==> config.mk <==
export PLATFORM = sky130hd
export DESIGN_NAME = ram_word_adapter_flat
export DESIGN_NICKNAME = d
export VERILOG_FILES = /design/src/rtl/ram_word_adapter_if.sv /design/src/rtl/ram_word_adapter.sv /design/src/flat_wrapper.sv
export SDC_FILE = /design/constraint.sdc
export NUM_CORES = 1
export LEC_CHECK = 0
export CAP_MARGIN = 15
export CORE_ASPECT_RATIO = 1.4
export CORE_MARGIN = 2
export CORE_UTILIZATION = 48
export CTS_CLUSTER_DIAMETER = 100
export DETAILED_ROUTE_END_ITERATION = 8
export PLACE_DENSITY_LB_ADDON = 0.25
export SETUP_SLACK_MARGIN = 0.1
export SYNTH_ARGS = -nofsm -noshare
export SYNTH_HDL_FRONTEND = slang
export SYNTH_SLANG_ARGS = --single-unit
==> constraint.sdc <==
create_clock -name clk -period 2 [get_ports clk]
set_input_delay 0.2 -clock clk [delete_from_list [all_inputs] [get_ports clk]]
set_output_delay 0.2 -clock clk [all_outputs]
set_load 0.03 [all_outputs]
==> src/rtl/ram_word_adapter_if.sv <==
// Core/RAM-side bus of the 16-bit-to-byte RAM access sequencer.
// The slave modport is the adapter. The master modport is its environment: the core plus the RAM.
interface ram_word_adapter_if;
  logic        start;
  logic        write;
  logic        word;
  logic [11:0] address;
  logic [15:0] data_in;
  logic [15:0] data_out;
  logic        busy;
  logic        done;
  logic [11:0] ram_address;
  logic [7:0]  ram_data_in;
  logic [7:0]  ram_data_out;
  logic        ram_write_enable;

  modport master (
    output start, write, word, address, data_in, ram_data_out,
    input  data_out, busy, done, ram_address, ram_data_in, ram_write_enable
  );

  modport slave (
    input  start, write, word, address, data_in, ram_data_out,
    output data_out, busy, done, ram_address, ram_data_in, ram_write_enable
  );
endinterface

==> src/rtl/ram_word_adapter.sv <==
// Splits one byte or little-endian 16-bit core request into one or two byte accesses on a 4096 x 8 RAM.
// Every output is a register that is loaded on the edge that enters the state using it.
module ram_word_adapter (
  input  logic               clk,
  input  logic               reset_n,
  ram_word_adapter_if.slave  bus
);

  typedef enum logic [2:0] {
    IDLE, RD_LO, RD_LO_CAP, RD_HI, RD_HI_CAP, WR_LO, WR_HI, DONE
  } state_e;

  state_e      state_q;
  logic        word_q;
  logic [11:0] addr_q;
  logic [7:0]  data_hi_q;
  logic [15:0] data_out_q;
  logic        busy_q;
  logic        done_q;
  logic [11:0] ram_address_q;
  logic [7:0]  ram_data_in_q;
  logic        ram_we_q;
  logic [11:0] addr_hi_d;

  // The 12-bit add wraps, so a word at 0xFFF takes its high byte from 0x000.
  assign addr_hi_d = addr_q + 12'd1;

  // NOTE: use non-blocking assignments in clocked blocks. Every register then updates
  // from pre-edge values, and the order of statements inside the block does not matter.
  always_ff @(posedge clk or negedge reset_n) begin
    if (!reset_n) begin
      state_q       <= IDLE;
      word_q        <= 1'b0;
      addr_q        <= '0;
      data_hi_q     <= '0;
      data_out_q    <= '0;
      busy_q        <= 1'b0;
      done_q        <= 1'b0;
      ram_address_q <= '0;
      ram_data_in_q <= '0;
      ram_we_q      <= 1'b0;
    end else begin
      done_q <= 1'b0;
      unique case (state_q)
        IDLE: begin
          if (bus.start) begin
            word_q        <= bus.word;
            addr_q        <= bus.address;
            data_hi_q     <= bus.data_in[15:8];
            busy_q        <= 1'b1;
            ram_address_q <= bus.address;
            if (bus.write) begin
              ram_data_in_q <= bus.data_in[7:0];
              ram_we_q      <= 1'b1;
              state_q       <= WR_LO;
            end else begin
              ram_we_q      <= 1'b0;
              state_q       <= RD_LO;
            end
          end
        end
        RD_LO: state_q <= RD_LO_CAP;
        RD_LO_CAP: begin
          data_out_q[7:0] <= bus.ram_data_out;
          if (word_q) begin
            ram_address_q <= addr_hi_d;
            state_q       <= RD_HI;
          end else begin
            data_out_q[15:8] <= 8'h00;
            busy_q           <= 1'b0;
            done_q           <= 1'b1;
            state_q          <= DONE;
          end
        end
        RD_HI: state_q <= RD_HI_CAP;
        RD_HI_CAP: begin
          data_out_q[15:8] <= bus.ram_data_out;
          busy_q           <= 1'b0;
          done_q           <= 1'b1;
          state_q          <= DONE;
        end
        WR_LO: begin
          if (word_q) begin
            ram_address_q <= addr_hi_d;
            ram_data_in_q <= data_hi_q;
            state_q       <= WR_HI;
          end else begin
            ram_we_q <= 1'b0;
            busy_q   <= 1'b0;
            done_q   <= 1'b1;
            state_q  <= DONE;
          end
        end
        WR_HI: begin
          ram_we_q <= 1'b0;
          busy_q   <= 1'b0;
          done_q   <= 1'b1;
          state_q  <= DONE;
        end
        DONE: state_q <= IDLE;
        default: begin
          ram_we_q <= 1'b0;
          busy_q   <= 1'b0;
          state_q  <= IDLE;
        end
      endcase
    end
  end

  assign bus.data_out         = data_out_q;
  assign bus.busy             = busy_q;
  assign bus.done             = done_q;
  assign bus.ram_address      = ram_address_q;
  assign bus.ram_data_in      = ram_data_in_q;
  assign bus.ram_write_enable = ram_we_q;

endmodule

==> src/flat_wrapper.sv <==
// flat-port wrapper written by rule: the top's interface ports become plain ports
module ram_word_adapter_flat 
  (clk, reset_n, bus_start, bus_write, bus_word, bus_address, bus_data_in, bus_ram_data_out, bus_data_out, bus_busy, bus_done, bus_ram_address, bus_ram_data_in, bus_ram_write_enable);
  ram_word_adapter_if bus_i ();
  input  logic clk;
  input  logic reset_n;
  input wire logic [$bits(bus_i.start)-1:0] bus_start;
  input wire logic [$bits(bus_i.write)-1:0] bus_write;
  input wire logic [$bits(bus_i.word)-1:0] bus_word;
  input wire logic [$bits(bus_i.address)-1:0] bus_address;
  input wire logic [$bits(bus_i.data_in)-1:0] bus_data_in;
  input wire logic [$bits(bus_i.ram_data_out)-1:0] bus_ram_data_out;
  output wire logic [$bits(bus_i.data_out)-1:0] bus_data_out;
  output wire logic [$bits(bus_i.busy)-1:0] bus_busy;
  output wire logic [$bits(bus_i.done)-1:0] bus_done;
  output wire logic [$bits(bus_i.ram_address)-1:0] bus_ram_address;
  output wire logic [$bits(bus_i.ram_data_in)-1:0] bus_ram_data_in;
  output wire logic [$bits(bus_i.ram_write_enable)-1:0] bus_ram_write_enable;
  assign bus_i.start = bus_start;
  assign bus_i.write = bus_write;
  assign bus_i.word = bus_word;
  assign bus_i.address = bus_address;
  assign bus_i.data_in = bus_data_in;
  assign bus_i.ram_data_out = bus_ram_data_out;
  assign bus_data_out = bus_i.data_out;
  assign bus_busy = bus_i.busy;
  assign bus_done = bus_i.done;
  assign bus_ram_address = bus_i.ram_address;
  assign bus_ram_data_in = bus_i.ram_data_in;
  assign bus_ram_write_enable = bus_i.ram_write_enable;
  ram_word_adapter u_core (.clk(clk), .reset_n(reset_n), .bus(bus_i));
endmodule
# After elaboration in Yosys (flattened, before gate mapping)
# Index checks and enable logic that the tools add are counted.
# word_totals
output_inout_bits,39
ff_bits,63
word_cells,62
input_bits,41
# classes
eq_ne,14
add_sub_neg,1
n_mux,22
reduce_logical,14
# op_table
operator,n
$mux 8,4
$pmux 8 s2,2
$mux 12,2
$pmux 12 s2,1
$pmux 3 s7,1
$add 12x1->12 const B,1
$eq 3x3->1 const B,4
$ne 2x2->1 const B,5
$mux 3,3
$reduce_and 3->1,3
$eq 3x2->1 const B,2
$mux 1,6
$pmux 1 s3,2
$reduce_bool 2->1,3
$reduce_bool 3->1,2
$ne 2x1->1 const B,2
$reduce_and 2->1,2
$reduce_and 4->1,1
$reduce_or 2->1,2
$eq 3x1->1 const B,1
$logic_not 3->1,1
$pmux 1 s2,1

# Longest topological paths before layout
# Gate-level depths: netlist (run 1).
# logic_depth
ltp_word,4
depth_mapped,7
depth_no_buf,5

# Least setup slack after synthesis (run 1)
# Ideal clock, no wire load.
# synth_timing
path_kind,register -> register
startpoint,register u_core.state_q[2]
endpoint,"register u_core.ram_address_q[4], in the netlist u_core.bus.ram_address[4]"
setup_ns,0.128
required_ns,1.872
stages_incl_launch_ff,8
setup_slack_ns,0.257
period_less_slack_ns,1.743
t_arrival_ns,1.615
path_buffers,3
path_cell_list,dfrtp_1 -> buf_4 -> nand3b_1 -> buf_4 -> o21ai_2 -> buf_2 -> mux2_1 -> mux2_1
# synth_via
elab_chain_len,4
elab_cells_between_ends,9
classes_between,eq/ne (4); mux (1); reduce/logical (4)
# synth_lines
item,line,source
start: declaration,ram_word_adapter.sv:13,state_e state_q;
start signal: assignment,ram_word_adapter.sv:32,state_q <= IDLE;
start signal: assignment,ram_word_adapter.sv:55,state_q <= WR_LO;
start signal: assignment,ram_word_adapter.sv:58,state_q <= RD_LO;
$eq 3x2->1 or $eq 3x3->1 (tied branches),ram_word_adapter.sv:44,unique case (state_q)
$reduce_or 2->1 (no source line),n/a,
$ne 2x1->1 (no source line) or $reduce_bool 2->1 (tied branches),n/a,
$reduce_and 3->1 (no source line),n/a,
end signal: assignment,ram_word_adapter.sv:51,ram_address_q <= bus.address;
end signal: assignment,ram_word_adapter.sv:66,ram_address_q <= addr_hi_d;
end signal: assignment,ram_word_adapter.sv:84,ram_address_q <= addr_hi_d;
end: declaration,ram_word_adapter.sv:20,logic [11:0] ram_address_q;
# Several ways; a longest one is shown, not always the timed one.
# A chain may end at the register's enable or synchronous reset.

# Worst setup path after layout (run 1)
# layout_timing
startpoint,register u_core.state_q[2]
endpoint,"register u_core.ram_address_q[3], in the netlist u_core.bus.ram_address[3]"
# Same word-level chain as after synthesis.

==> run_results.csv, run 1 <==
group,metric,value,unit
global_routing,use_met1,28.3,%
cts,cts_made_buffers,9,
global_routing,grt_start_max_net_pins,27,
worst_setup_path,slowest_delay,0.44,ns
timing,max_slew.worst_pin.slew,0.570,ns
timing,rsz0062_at_grt,"false",
power,pwr-share-seq,34.4,%
cts,tritoncts,"yes",
die,row_count,33,
yosys,synth_top_area_share,54.9,%
cts,htreeDepth,3,
yosys,yosys.area.top_type,"dfrtp_1",
timing,finalCriticalPeriod,1.80,ns
power,swShare,41.4,%
timing,max_freq,554,MHz
power,p_per_area,1700,nW/µm²
yosys,synth_simple_gate_area_share,18.8,%
power,leakage,1.81,nW
global_routing,use_met2,38.4,%
worst_setup_path,worstReg2RegStart,"u_core.state_q[2]",
drt,firstDrtPassIters,4,
yosys,yosysMostFrequentCell,"nand2_1",
yosys,synth-xor-area-share,0.914,%
min_path,hold_path_class,"primary input to async pin",
power,p_clk_share,16.0,%
global_routing,antenna_found_initial,0,
placed_design,io_buffers,79,
global_routing,grt_use_met3,5.29,%
die,fp.dieH,95.6,µm
timing,setup_ws,0.196,ns
drt,drc,0,
yosys,synth_edf_count,0,
global_routing,grt_usage,22.6,%
worst_setup_path,cp.buffers_inverters,1,
yosys,ys.flop_type,"dfrtp_1",
power,p_int,4.00,mW
cts,cts.reportedPaths.clkPinSlew,0.07,ns
timing,finalSetupTns,0,ns
global_routing,grt_remaining_overflow,0,
timing,fin_hold_ws,0.351,ns
drt,ant_nets,0,
power,p_comb_share,49.5,%
placed_design,pre_cts_slack,0.0584,ns
timing,fin_skew,0.00845,ns
timing,drv_slew,0,
die,fp.dieArea,6630,µm²
finish,fillers,469,
die,ios,80,
die,die_w,69.4,µm
die,design.core.area,5820,µm²
placed_design,place_congestion,0.728,
finish,syn_to_final_growth,39.6,%
drt,wl,6830,µm
worst_setup_path,cp_slowest_cell,"dfrtp_1",
finish,diodes,0,
worst_setup_path,path_cells,"nand2b_1 > o21ai_2 > buf_4 > mux2_1 > mux2_1",
yosys,synth-async-reset-ratio,100,%
yosys,synth_top_family_by_area,"simple AND/OR/NAND/NOR gates",
yosys,netlist_instances,284,
finish,layout.nets,416,
cts,cts.sinks,63,
yosys,synth_nets,326,
cts,cts-root-buf,"clkbuf_8",
flow_run,maxCapViolCount,0,
timing,setup_viol,0,
drt,avgViaCountPerCell,5.44,
yosys,synth_warnings,0,
worst_setup_path,cp.required,2.22,ns
worst_setup_path,crit_fanout,11,
yosys,synth_top_cells_by_area,"dfrtp_1 (55%), nand2_1 (9.4%), mux2_2 (3.5%), mux2i_1 (2.8%), o21ai_1 (2.8%)",
yosys,synth_seq_cells,63,
yosys,synth_fa_ha_area_share,0.435,%
worst_setup_path,crit_start,"u_core.state_q[2]",
die,start_util,49.4,%
drt,drt_first_iter_violations,130,
global_routing,grt_pass1_vias,2418,
power,p_switching,2.83,mW
finish,layout-drive-gt1-share,12.9,%
global_routing,busiest_layer,"met2",
timing,worst_slew_margin_rel,61.7,%
timing,final-hold-violation-count,0,
run_status,status,"finished clean",
drt,num_vias,2441,
worst_setup_path,cp-end-kind,"flip-flop",
worst_setup_path,critical_path_class,"flip-flop to flip-flop",
yosys,synth_compound_area_share,12.7,%
placed_design,post_dp_cell_area,3780,µm²
global_routing,grt_pass1_wl,11600,µm
worst_setup_path,crit_family,"multiplexers",
yosys,syn-cell-area,2870,µm²
drt,wire_per_inst,15.2,µm
finish,design_area,4010,µm²
yosys,synth_mux_area_share,9.06,%
worst_setup_path,critPathLaunchType,"flip-flop",
worst_setup_path,cp.arrival,2.02,ns
placed_design,hpwl,4900,µm
power,finalPower,6.83,mW
yosys,synthTopCellsByCount,"nand2_1 (72), dfrtp_1 (63), o21ai_1 (16), nand3_1 (11), nor3_1 (11)",
worst_setup_path,cp_common_cell,"mux2_1",
cts,ctsLongestPathBuffers,2,
timing,post-route-period-util,90.2,%
yosys,ys_seq_area_share,54.9,%
cts,clk_latency,0.34,ns
power,vdd.ir_drop.worst,0.00120,V
yosys,ys_types,39,
yosys,syn_avg_cell_area,10.1,µm²
## routing by layer
| metal | routed length (µm) | vias up |
|---|---|---|
| met3 | 378 | 8 |
| met2 | 3460 | 80 |
| li1 | - | 1169 |
| met4 | 87 | 0 |
| met5 | 0 | - |
| met1 | 2910 | 1184 |
## cells by family after synthesis
logic type | Yosys count
and+or+nand+nor | 118
DFF | 63
AOI/OAI and AO/OA | 54
muxes | 24
buffers and inverters | 21
xor gates and xnor gates | 3
adders and majority gates | 1
## state kept, by name (all words and copies together) (netlist names)
name                         count
u_core.bus.data_out             16
u_core.addr_q                   12
u_core.bus.ram_address          12
u_core.bus.ram_data_in           8
u_core.data_hi_q                 8
u_core.state_q                   3
u_core.bus.busy                  1
u_core.bus.done                  1
u_core.bus.ram_write_enable      1
u_core.word_q                    1
## layout make-up
class / instances / area, µm² / area share, %
inverter: 5 / 18.8 / 0.468
sequential: 63 / 1580 / 39.3
timing repair buffer: 95 / 921 / 22.9
tap: 70 / 87.6 / 2.18
clock buffer: 10 / 138 / 3.43
multi-input combinational: 200 / 1210 / 30.2
clock inverter: 6 / 60.1 / 1.50
## cell usage in the layout (no fill, tap or decap), drive strengths merged, types with 8 or more instances in the layout
| master | count |
|---|---|
| a22o | 8 |
| buf | 16 |
| clkbuf | 10 |
| clkdlybuf4s50 | 78 |
| dfrtp | 63 |
| mux2 | 16 |
| mux2i | 8 |
| nand2 | 72 |
| nand3 | 11 |
| nor2 | 9 |
| nor3 | 11 |
| o21ai | 22 |
## worst reg2reg max path, delay by kind of cell, from the launching register on
family                 cells  cell delay (ns)
multiplexers               2             0.61
buffers and inverters      1             0.23
AO/OA/AOI/OAI              1             0.20
AND/OR/NAND/NOR            1             0.21
flip-flops                 1             0.44
## through the flow
stage,cells,util (%)
detailed placement,431,64.9
global placement,431,64.9
floorplan,284,-
CTS,448,68.4
finish,449,68.9
global route,449,68.9
## power by group through the flow
stage	Sequential [mW]	Combinational (mW)	Clock [mW]
4_1_cts	2.35	3.37	1.12
3_5_place_dp	2.35	3.36	0
5_1_grt	2.44	3.66	1.18
3_3_place_gp	2.33	3.28	0
2_1_floorplan	2.94	1.47	0
6_report	2.35	3.38	1.10
## path summary, 6_finish.rpt
path                                             end  slack (ns)  depth (start not counted)
min in group clk                 u_core.data_hi_q[6]        0.40                          3
max                        u_core.bus.ram_address[3]        0.20                          5
min reg2reg                      u_core.data_hi_q[1]        0.47                          2
max in group asynchronous        u_core.data_hi_q[2]        0.97                          3
max reg2reg                u_core.bus.ram_address[3]        0.20                          5
min                                  u_core.bus.done        0.35                          2
## what timing repair did
| item | 4_1_cts | 5_1_grt |
|---|---|---|
| endpoints found under the hold margin | 21 | 0 |
| setup endpoints to repair | 0 | 13 |
| setup buffers | 0 | 1 |
| gates resized for setup | 0 | 2 |
| hold buffers | 1 | 0 |
Note: power is estimated with default switching activity, not from simulation.
==> inputs of run 2 (changes only) <==
--- a/config.mk
+++ b/config.mk
@@ -7,7 +7,6 @@
 export LEC_CHECK = 0
 export CAP_MARGIN = 15
 export CORE_ASPECT_RATIO = 1.4
-export CORE_MARGIN = 2
 export CORE_UTILIZATION = 48
 export CTS_CLUSTER_DIAMETER = 100
 export DETAILED_ROUTE_END_ITERATION = 8
==> run 2 against run 1 <==
Total power increased by 0.51%. Sequential power decreased by 2%. Critical path depth unchanged. Combinational power about the same. Wire length decreased by 5.2%. Die area decreased by 4.9%. Design area about the same. Utilization about the same. Global-route usage increased by 0.19 points. Via count decreased by 2.5%.
==> run_results.csv, run 2 (synthesized netlist as in run 1, its figures left out) <==
group,metric,value,unit
die,die_w,67.4,µm
cts,cts.reportedPaths.clkPinSlew,0.07,ns
finish,design_area,4010,µm²
die,fp.dieArea,6310,µm²
global_routing,grt_pass1_vias,2402,
drt,wl,6480,µm
worst_setup_path,worstReg2RegStart,"u_core.state_q[2]",
global_routing,grt_start_max_net_pins,35,
cts,post_cts_buffers,0,
worst_setup_path,cp.arrival,2.01,ns
worst_setup_path,rrSetupSlack,0.21,ns
timing,fin_skew,0.00762,ns
power,p_clk_share,17.1,%
worst_setup_path,critPathLaunchType,"flip-flop",
finish,layout.nets,416,
placed_design,post_dp_cell_area,3780,µm²
cts,cts-root-buf,"clkbuf_8",
finish,layout_commonest_cell,"clkdlybuf4s50_1",
die,start_util,49.4,%
placed_design,place_congestion,0.824,
placed_design,io_buffers,79,
timing,final-hold-violation-count,0,
drt,ant_nets,0,
worst_setup_path,critical_path_class,"flip-flop to flip-flop",
min_path,worstHoldStart,"bus_data_in[8]",
timing,max_slew.worst_pin.slew,0.671,ns
cts,cts_made_buffers,9,
timing,rsz0062_at_grt,"false",
finish,largest_reg_flops,16,
timing,finalSetupTns,0,ns
finish,diodes,0,
die,ios,80,
drt,drc,0,
power,pwr-share-seq,33.6,%
cts,htreeDepth,3,
worst_setup_path,crit_fanout,11,
timing,worst_slew_margin_rel,55.3,%
worst_setup_path,crit_start,"u_core.state_q[2]",
global_routing,grt_usage,22.7,%
power,p_per_area,1710,nW/µm²
global_routing,antenna_found_initial,0,
power,p_switching,2.78,mW
finish,fillers,456,
run_status,status,"finished clean",
drt,firstDrtPassIters,4,
power,p_int,4.09,mW
worst_setup_path,cp.required,2.22,ns
finish,syn_to_final_growth,39.7,%
global_routing,grt_remaining_overflow,0,
cts,tritoncts,"yes",
placed_design,hpwl,4670,µm
flow_run,maxCapViolCount,0,
die,row_count,33,
die,fp.dieH,93.6,µm
finish,layout_common_cells,"clkdlybuf4s50_1 (78), nand2_1 (72), dfrtp_1 (63), o21ai_1 (16), buf_4 (15)",
power,leakage,1.81,nW
timing,post-route-period-util,89.7,%
cts,ctsLongestPathBuffers,2,
global_routing,grt_pass1_wl,10600,µm
cts,clk_latency,0.34,ns
timing,max_freq,557,MHz
worst_setup_path,cp-end-kind,"flip-flop",
power,vdd.ir_drop.worst,0.00102,V
drt,num_vias,2380,
drt,avgViaCountPerCell,5.30,
power,p_comb_share,49.3,%
finish,layout-drive-gt1-share,12.4,%
drt,drt_first_iter_violations,103,
die,design.core.area,5820,µm²
timing,drv_slew,0,
timing,finalCriticalPeriod,1.79,ns
cts,cts.sinks,63,
power,swShare,40.4,%
timing,setup_viol,0,
drt,wire_per_inst,14.4,µm
min_path,hold_path_class,"primary input to flip-flop",
[run 2: cell types whose count changed in the layout (fill, tap and decap cells not counted), sizes merged]
cell | previous run | this run
clkinv | 3 | 2
bufinv | 1 | 2
[run 2: routing by layer]
metal | wire length, µm | GRT usage, %
met5 | 0 | 0
met4 | 103 | 11.3
met3 | 332 | 4.02
met2 | 3210 | 38.8
met1 | 2840 | 26.7
[run 2: final timing paths]
path,endpoint,cells past startpoint
setup / recovery,u_core.bus.ram_address[3],5
hold / removal,u_core.data_hi_q[0],3
setup reg to reg,u_core.bus.ram_address[3],5
hold reg to reg,u_core.data_hi_q[1],2
max in group asynchronous,u_core.bus.ram_data_in[1],3
min in group asynchronous,u_core.bus.data_out[5],3
[run 2: power by group through the flow]
stage / logic, mW / registers (mW) / clock network [mW]
6_report: 3.38 / 2.31 / 1.18
5_1_grt: 3.66 / 2.39 / 1.26
4_1_cts: 3.40 / 2.31 / 1.21
3_5_place_dp: 3.39 / 2.32 / 0
3_3_place_gp: 3.32 / 2.30 / 0
2_1_floorplan: 1.47 / 2.94 / 0
[run 2: critical path, stage by stage, from the launching register on]
cell and delay, ns:
dfrtp_1 0.42, nand2b_1 0.21, o21ai_2 0.21, buf_4 0.23, mux2_1 0.33, mux2_1 0.28
[run 2: through the flow]
stage               utilization, %  setup WS (ns)  total power [mW]  cells  hold WS [ns]
floorplan                        -          0.257              4.42    284       -0.0956
global placement              65.0         0.0953              5.62    432         0.253
detailed placement            65.0         0.0811              5.71    432         0.259
CTS                           68.8          0.179              6.92    449         0.389
global route                  68.9          0.133              7.31    449         0.416
finish                        68.9          0.205              6.86    449         0.398
[run 2: final cells by class]
class / instances / area (µm²) / area share (%)
sequential: 63 / 1580 / 39.3
inverter: 5 / 18.8 / 0.468
clock inverter: 6 / 85.1 / 2.12
timing repair buffer: 95 / 908 / 22.6
multi-input combinational: 200 / 1210 / 30.1
clock buffer: 10 / 128 / 3.18
tap: 70 / 87.6 / 2.18
[run 2: timing repair]
action,CTS,global route
hold buffers,1,0
endpoints found under the hold margin,63,0
endpoints found under the setup margin,0,3
resized for setup,0,1
==> inputs of run 3 (changes only) <==
--- a/config.mk
+++ b/config.mk
@@ -12,6 +12,7 @@
 export DETAILED_ROUTE_END_ITERATION = 8
 export PLACE_DENSITY_LB_ADDON = 0.25
 export SETUP_SLACK_MARGIN = 0.1
+export SLEW_MARGIN = 20
 export SYNTH_ARGS = -nofsm -noshare
 export SYNTH_HDL_FRONTEND = slang
 export SYNTH_SLANG_ARGS = --single-unit
==> results of run 3 <==
Same layout as run 2: the final DEF is identical, and so are final timing and power.
